<file path="src/rtl/param_cfg_pkg.sv">
// Shared types for the parameter bank scheduler.
package param_cfg_pkg;

    // Scheduler phases: arbitrate, touch the bank, deliver the response.
    typedef enum logic [1:0] {
        IDLE   = 2'd0,
        ACCESS = 2'd1,
        RESP   = 2'd2
    } param_cfg_state_e;

endpackage

</file>
<file path="src/rtl/param_cfg_sched_rr_arbiter.sv">
// Round-robin winner search; the parent owns and updates the pointer.
module rr_arbiter #(
    parameter  int NUM_REQ = 4,
    localparam int IDX_W   = $clog2(NUM_REQ)
) (
    input  logic [NUM_REQ-1:0] req,
    input  logic [IDX_W-1:0]   last_grant,
    output logic [NUM_REQ-1:0] grant,
    output logic [IDX_W-1:0]   winner,
    output logic               any
);

    logic [IDX_W-1:0] cand;

    // Scan starting one past the last winner so every requester gets a turn.
    always_comb begin
        grant  = '0;
        winner = '0;
        any    = 1'b0;
        cand   = '0;
        for (int k = 1; k <= NUM_REQ; k++) begin
            cand = IDX_W'((int'(last_grant) + k) % NUM_REQ);
            if (!any && req[cand]) begin
                any         = 1'b1;
                winner      = cand;
                grant[cand] = 1'b1;
            end
        end
    end

endmodule

</file>
<file path="src/rtl/param_cfg_sched.sv">
// Arbitrated parameter register bank with write lock and flat parameter export.
module param_cfg_sched
    import param_cfg_pkg::*;
#(
    parameter  int NUM_REQ    = 4,
    parameter  int NUM_PARAMS = 8,
    parameter  int DATA_W     = 32,
    localparam int ADDR_W     = $clog2(NUM_PARAMS)
) (
    input  logic                         clk,
    input  logic                         rst_n,
    input  logic [NUM_REQ-1:0]           req_valid,
    output logic [NUM_REQ-1:0]           req_ready,
    input  logic [NUM_REQ-1:0]           req_we,
    input  logic [NUM_REQ*ADDR_W-1:0]    req_addr,
    input  logic [NUM_REQ*DATA_W-1:0]    req_wdata,
    output logic [NUM_REQ-1:0]           rsp_valid,
    output logic [DATA_W-1:0]            rsp_rdata,
    output logic                         rsp_err,
    input  logic                         lock_i,
    output logic [NUM_PARAMS*DATA_W-1:0] param_q,
    output logic                         busy
);

    localparam int IDX_W = $clog2(NUM_REQ);

    typedef struct packed {
        logic              we;
        logic [ADDR_W-1:0] addr;
        logic [DATA_W-1:0] wdata;
    } param_cfg_cmd_t;

    param_cfg_state_e                  state;
    param_cfg_cmd_t                    cmd;
    logic [IDX_W-1:0]                  last_grant;
    logic [IDX_W-1:0]                  owner;
    logic [NUM_PARAMS-1:0][DATA_W-1:0] params;
    logic [NUM_REQ-1:0][ADDR_W-1:0]    addr_v;
    logic [NUM_REQ-1:0][DATA_W-1:0]    wdata_v;
    logic [NUM_REQ-1:0]                grant;
    logic [IDX_W-1:0]                  winner;
    logic                              any;
    logic                              acc_err;

    assign addr_v  = req_addr;
    assign wdata_v = req_wdata;

    rr_arbiter #(.NUM_REQ(NUM_REQ)) u_arb (
        .req        (req_valid),
        .last_grant (last_grant),
        .grant      (grant),
        .winner     (winner),
        .any        (any)
    );

    // Only offer a grant while the bank is free.
    assign req_ready = (state == IDLE) ? grant : '0;
    assign busy      = (state != IDLE);
    assign param_q   = params;

    // Out-of-range index, or a write while locked; lock is looked at in ACCESS only.
    assign acc_err = (int'(cmd.addr) >= NUM_PARAMS) || (cmd.we && lock_i);

    // Scheduler FSM: latch the winner, access the bank, strobe the owner's response.
    always_ff @(posedge clk or negedge rst_n) begin
        if (!rst_n) begin
            state      <= IDLE;
            cmd        <= '0;
            last_grant <= IDX_W'(NUM_REQ - 1);
            owner      <= '0;
            params     <= '0;
            rsp_valid  <= '0;
            rsp_rdata  <= '0;
            rsp_err    <= 1'b0;
        end else begin
            case (state)
                IDLE: begin
                    if (any) begin
                        cmd.we     <= req_we[winner];
                        cmd.addr   <= addr_v[winner];
                        cmd.wdata  <= wdata_v[winner];
                        owner      <= winner;
                        last_grant <= winner;
                        state      <= ACCESS;
                    end
                end
                ACCESS: begin
                    if (!acc_err && cmd.we)
                        params[cmd.addr] <= cmd.wdata;
                    rsp_rdata <= (!acc_err && !cmd.we) ? params[cmd.addr] : '0;
                    rsp_err   <= acc_err;
                    rsp_valid <= NUM_REQ'(1) << owner;
                    state     <= RESP;
                end
                RESP: begin
                    rsp_valid <= '0;
                    state     <= IDLE;
                end
                default: state <= IDLE;
            endcase
        end
    end

endmodule

</file>
<file path="config.mk">
export PLATFORM = sky130hd
export DESIGN_NAME = param_cfg_sched
export DESIGN_NICKNAME = d
export VERILOG_FILES = /design/src/rtl/param_cfg_pkg.sv /design/src/rtl/param_cfg_sched_rr_arbiter.sv /design/src/rtl/param_cfg_sched.sv
export SDC_FILE = /design/constraint.sdc
export NUM_CORES = 1
export LEC_CHECK = 0
export BUFFER_PORTS_ARGS = -buffer_cell sky130_fd_sc_hd__buf_2
export CAP_MARGIN = 30
export CORE_AREA = 2 2 223 225
export DETAILED_ROUTE_END_ITERATION = 6
export DIE_AREA = 0 0 225 227
export PLACE_DENSITY = 0.59
export SETUP_SLACK_MARGIN = 0.02
export SLEW_MARGIN = 20
export SYNTH_ARGS = -nofsm -noshare
export SYNTH_HDL_FRONTEND = slang
export SYNTH_SLANG_ARGS = --single-unit
</file>
<file path="constraint.sdc">
create_clock -name clk -period 3.5 [get_ports clk]
set_clock_uncertainty 0.1 [all_clocks]
set_input_delay 0.7 -clock clk [delete_from_list [all_inputs] [get_ports clk]]
set_output_delay 0.7 -clock clk [all_outputs]
set_load 0.01 [all_outputs]
</file>
-- Word level (Yosys, flattened, before mapping)
Index checks and enable logic that the tools add are counted.
- register bits after elaboration: 335
- input port bits: 151
- output and inout bits: 298
- logic and storage cells: 104
- $add $sub $neg: 4
- order comparisons: 11
- eq/ne operators: 3
- shift operators: 1
- multiplexer cells: 44
- bitwise logic cells: 3
- reductions and logical operators: 21
- operator list (cell ; number):
    $bwmux 256 ; 1
    $mux 32 ; 4
    $bmux 32 s3 ; 1
    $demux 32 s3 ; 1
    $bmux 32 s2 ; 1
    $mux 4 ; 5
    $lt 2x3->1 const B ; 5
    $mux 1 ; 13
    $or 4x4->4 ; 3
    $logic_and 1x1->1 ; 11
    $bmux 1 s2 ; 5
    $mux 2 ; 5
    $demux 1 s2 ; 4
    $ge 2x1->1 const B ; 4
    $pmux 4 s2 ; 1
    $bmux 3 s2 ; 1
    $logic_not 1->1 ; 5
    $add 2x1->2 const B ; 2
    $add 2x2->2 const B ; 2
    $lt 3x4->1 const B ; 1
    $pmux 2 s2 ; 1
    $reduce_and 2->1 ; 2
    $reduce_bool 2->1 ; 2
    $shl 1x2->4 const A ; 1
    other kinds (6) ; 6

-- Logic depth before layout (Yosys ltp)
- depth after elaboration: 15
- mapped depth: 12
- mapped depth without buffers: 8

-- Hierarchy
A second synthesis with hierarchy kept.
- cells, all modules: 1215
- area, all modules: 16230.6 µm²
- modules (own cells, without submodules) (module ; instances ; cells each ; area each (µm²) ; sequential area each (µm²)):
    param_cfg_sched ; 1 ; 1129 ; 15601.2 ; 8385.5
    rr_arbiter ; 1 ; 86 ; 629.4 ; 0.0

-- Worst setup path before layout
Ideal clock, no wire load.
- kind: register to output
- start point: register last_grant[0]
- end point: output port req_ready[0]
- arrival time: 2.647 ns
- data required time: 2.700 ns
- setup slack: 0.053 ns
- cell stages (with the launch flop): 10
- path through: dfstp_2 > buf_2 > clkinv_1 > ha_1 > clkbuf_1 > mux2i_1 > clkbuf_1 > nor2_1 > a221oi_1 > nor2_1
- longest elaborated chain between the ends: 14
- RTL lines (item ; line ; RTL):
    from (decl) ; param_cfg_sched.sv:35 ; logic [IDX_W-1:0] last_grant;
    from (signal assigned) ; param_cfg_sched.sv:69 ; last_grant <= IDX_W'(NUM_REQ - 1);
    from (signal assigned) ; param_cfg_sched.sv:83 ; last_grant <= winner;
    branches (longest 12 deep; another with $lt 2x3->1) ; n/a ;
    $mux 4 * ; param_cfg_sched_rr_arbiter.sv:23 ; if (!any && req[cand]) begin
    $mux 4 * ; param_cfg_sched.sv:57 ; assign req_ready = (state == IDLE) ? grant : '0;
    to (decl) ; param_cfg_sched.sv:13 ; output logic [NUM_REQ-1:0] req_ready,
Mark *: on every way between the ends. The select of a mux whose other input is x is not followed.

-- Worst setup path after layout
Ends and elaborated chain as after synthesis.

==> impl_metrics.csv <==
group,metric,value,unit
grt,grt_usage,20.3,%
synth,netlist_instances,1102,
floorplanning,initial_core_util,32.6,%
grt,top_usage_layer,"met2",
synth,synth_seq_area_share,53.0,%
worst_setup_path,start_kind,"flip-flop",
timing,hold_viol,0,
synth,synth.distinct_cells,49,
placement,place_ws,0.263,ns
timing,worstMarginPinSlew,0.869,ns
floorplanning,coreArea,48500,um2
timing,setup_violations,0,
power_and_ir_drop,p_leak,10.5,nW
floorplanning,die_w,225,um
timing,worst_slack,0.0356,ns
grt,grt_pass1_vias,11903,
synth,synthFlopType,"dfrtp_1",
grt,use_met1,26.6,%
flow_run,cap_violations,0,
cts,clk_latency,0.54,ns
power_and_ir_drop,power,18.5,mW
status,status,"completed",
placement,hpwl,36.2,mm
worst_setup_path,crit_start,"last_grant[0]",
grt,overflow,0,
detailed_routing,drtAntennaViolNets,0,
detailed_routing,drcViolationCount,0,
cells_and_area,layout-drive-gt1-share,56.6,%
worst_setup_path,cp.required,2.70,ns
worst_setup_path,path_class,"reg2out",
worst_setup_path,cp_data_arrival_time,2.66,ns
grt,grt.met2_usage,34.1,%
placement,io_buffers,448,
cts,cts_tree,"done",
worst_setup_path,end_kind,"output pin",
synth,synth-seq-cells,335,
floorplanning,num_rows,81,
grt,use_met3,4.57,%
worst_setup_path,r2r_start,"last_grant[1]",
timing,rsz0062_at_grt,"yes",
detailed_routing,dr.pass1.iters,4,
grt,grt_pass1_wl,77.4,mm
synth,async_flop_share,100,%
timing,timing.final.max_slew_violations,0,
cts,cts.path.max_buffers,3,
cells_and_area,nets,1730,
detailed_routing,routed_wl,52.5,mm
synth,synth-edff-count,0,
power_and_ir_drop,ir_worst_vdd,506,uV
placement,gp_congestion,0.827,
cells_and_area,n_antenna_cell,0,
detailed_routing,wl_per_cell,23.8,um
synth,syn-num-nets,1265,
timing,finalCriticalPeriod,3.46,ns
grt,grt_max_degree,97,
detailed_routing,routed_via_density,5.20,
timing,maxSlewHeadroom,42.0,%
cts,cts-root-buf,"clkbuf_16",
synth,synthesis.area,15800,um2
floorplanning,io_pins,449,
cts,cts_max_level,2,
synth,syn_area_per_cell,14.4,um2
worst_setup_path,ff2ff_setup_slack,0.28,ns
floorplanning,die_area,51100,um2
synth,ys_warn_count,0,
cts,cts_hold_buffers,0,
power_and_ir_drop,powerDensity,914,nW/um2
cells_and_area,fill_cells,4565,
detailed_routing,vias,11486,
worst_setup_path,crit_fanout,7,
detailed_routing,drt_iter0_markers,539,
floorplanning,die_y,227,um
grt,antenna_found_initial,0,
timing,timing.fmax,289,MHz
timing,fin_crit_sh,99.0,%
cts,clk_pin_slew,0.06,ns
hold_path,hold_path.class,"in2async",
cts,clock_sinks,335,
cts,cts_buffers,38,
cells_and_area,syn2layout_area_growth,27.8,%
Yosys cell counts, types with 7 or more instances:
cell	n	area share [%]
dfrtp_1	333	53
mux2_2	243	17
mux2i_1	107	6.8
mux4_2	66	9.4
clkbuf_1	52	1.2
nand2_1	48	1.1
inv_1	41	0.97
o221ai_1	35	1.9
o22ai_1	33	1.3
nor2_1	23	0.55
mux2_1	13	0.92
buf_1	12	0.28
ha_1	12	0.95
buf_12	7	0.89
what timing repair did:
| action | 4_1_cts | 5_1_grt |
|---|---|---|
| buffers inserted | 3 | 3 |
| gates resized for setup | 1 | 14 |
| gates cloned | 0 | 1 |
| endpoints found under the setup margin | 4 | 4 |
| hold endpoints to repair | 0 | 0 |
registers in the layout (all words and copies together) (netlist names):
| signal | flops |
|---|---|
| cmd | 36 |
| rsp_err | 1 |
| last_grant | 2 |
| rsp_valid | 4 |
| rsp_rdata | 32 |
| state | 2 |
| param_q | 256 |
| owner | 2 |
logic make-up after synthesis:
logic type / count (synthesis) / share of synthesized area (%)
AOI/OAI and AO/OA: 105 / 4.96
xor gates and xnor gates: 2 / 0.111
adders and majority gates: 12 / 0.948
buffers and inverters: 123 / 3.90
DFF: 335 / 53.0
muxes: 429 / 34.4
and+or+nand+nor: 96 / 2.75
where the power goes:
group | switching, mW | internal, mW | leakage [nW]
sequential | 1.50 | 5.17 | 4.49
combinational | 4.12 | 3.86 | 5.41
clock | 1.58 | 2.26 | 0.575
critical path, cell delays in order (launching register included):
cell	delay, ns
dfstp_2	0.57
buf_6	0.15
mux4_2	0.62
nor2b_4	0.25
a22oi_1	0.11
nor2_1	0.14
a221oi_2	0.05
nor2_1	0.10
buf_2	0.14
per-layer routing:
layer	vias up	part of all wire, %
met5	-	0
met4	0	2.0
met3	65	6.6
met2	369	49
met1	6013	43
li1	5039	-
final cells by class:
class	count	area (um2)	share of cell area [%]
Timing Repair Buffer	505	2780	13.7
Tap cell	622	778	3.85
Sequential cell	335	8400	41.5
Inverter	43	161	0.798
Clock buffer	50	1060	5.23
Multi-Input combinational cell	644	6940	34.3
Clock inverter	10	110	0.544
metrics by stage:
step | area [um2] | utilization, % | std cells | hold slack, ns | TNS [ns]
2_1_floorplan | 15800 | - | 1102 | 0.304 | 0
3_3_place_gp | 18900 | 39.0 | 2142 | 0.402 | 0
3_5_place_dp | 18900 | 39.0 | 2142 | 0.410 | 0
4_1_cts | 20100 | 41.5 | 2205 | 0.138 | 0
5_1_grt | 20200 | 41.7 | 2209 | 0.159 | -0.0964
6_report | 20200 | 41.7 | 2209 | 0.130 | 0
worst paths after layout:
path                                       to  depth (start not counted)
worst max register to register        cmd[14]                         11
worst max-delay path             req_ready[0]                          8
max in group asynchronous       last_grant[0]                          2
worst min register to register    param_q[48]                          1
min in group clk                      rsp_err                          3
worst min-delay path                  cmd[34]                          1
cells in the final DEF (no fill, tap or decap), types with 3 or more instances in the layout:
cell / n
buf_2: 448
dfrtp_1: 330
mux2_2: 243
mux2i_1: 105
mux4_2: 66
buf_4: 47
nand2_1: 45
inv_1: 41
clkbuf_16: 39
o221ai_1: 35
o22ai_1: 32
nor2_1: 22
mux2_1: 13
ha_1: 10
buf_12: 8
clkbuf_1: 7
o21ai_0: 6
clkinv_2: 5
a21oi_1: 4
nand3_1: 4
o211ai_1: 4
clkbuf_8: 4
a22oi_2: 3
a221oi_2: 3
nor3_1: 3
nand2_2: 3
o32ai_1: 3
Power figures use the tool's default switching activity.
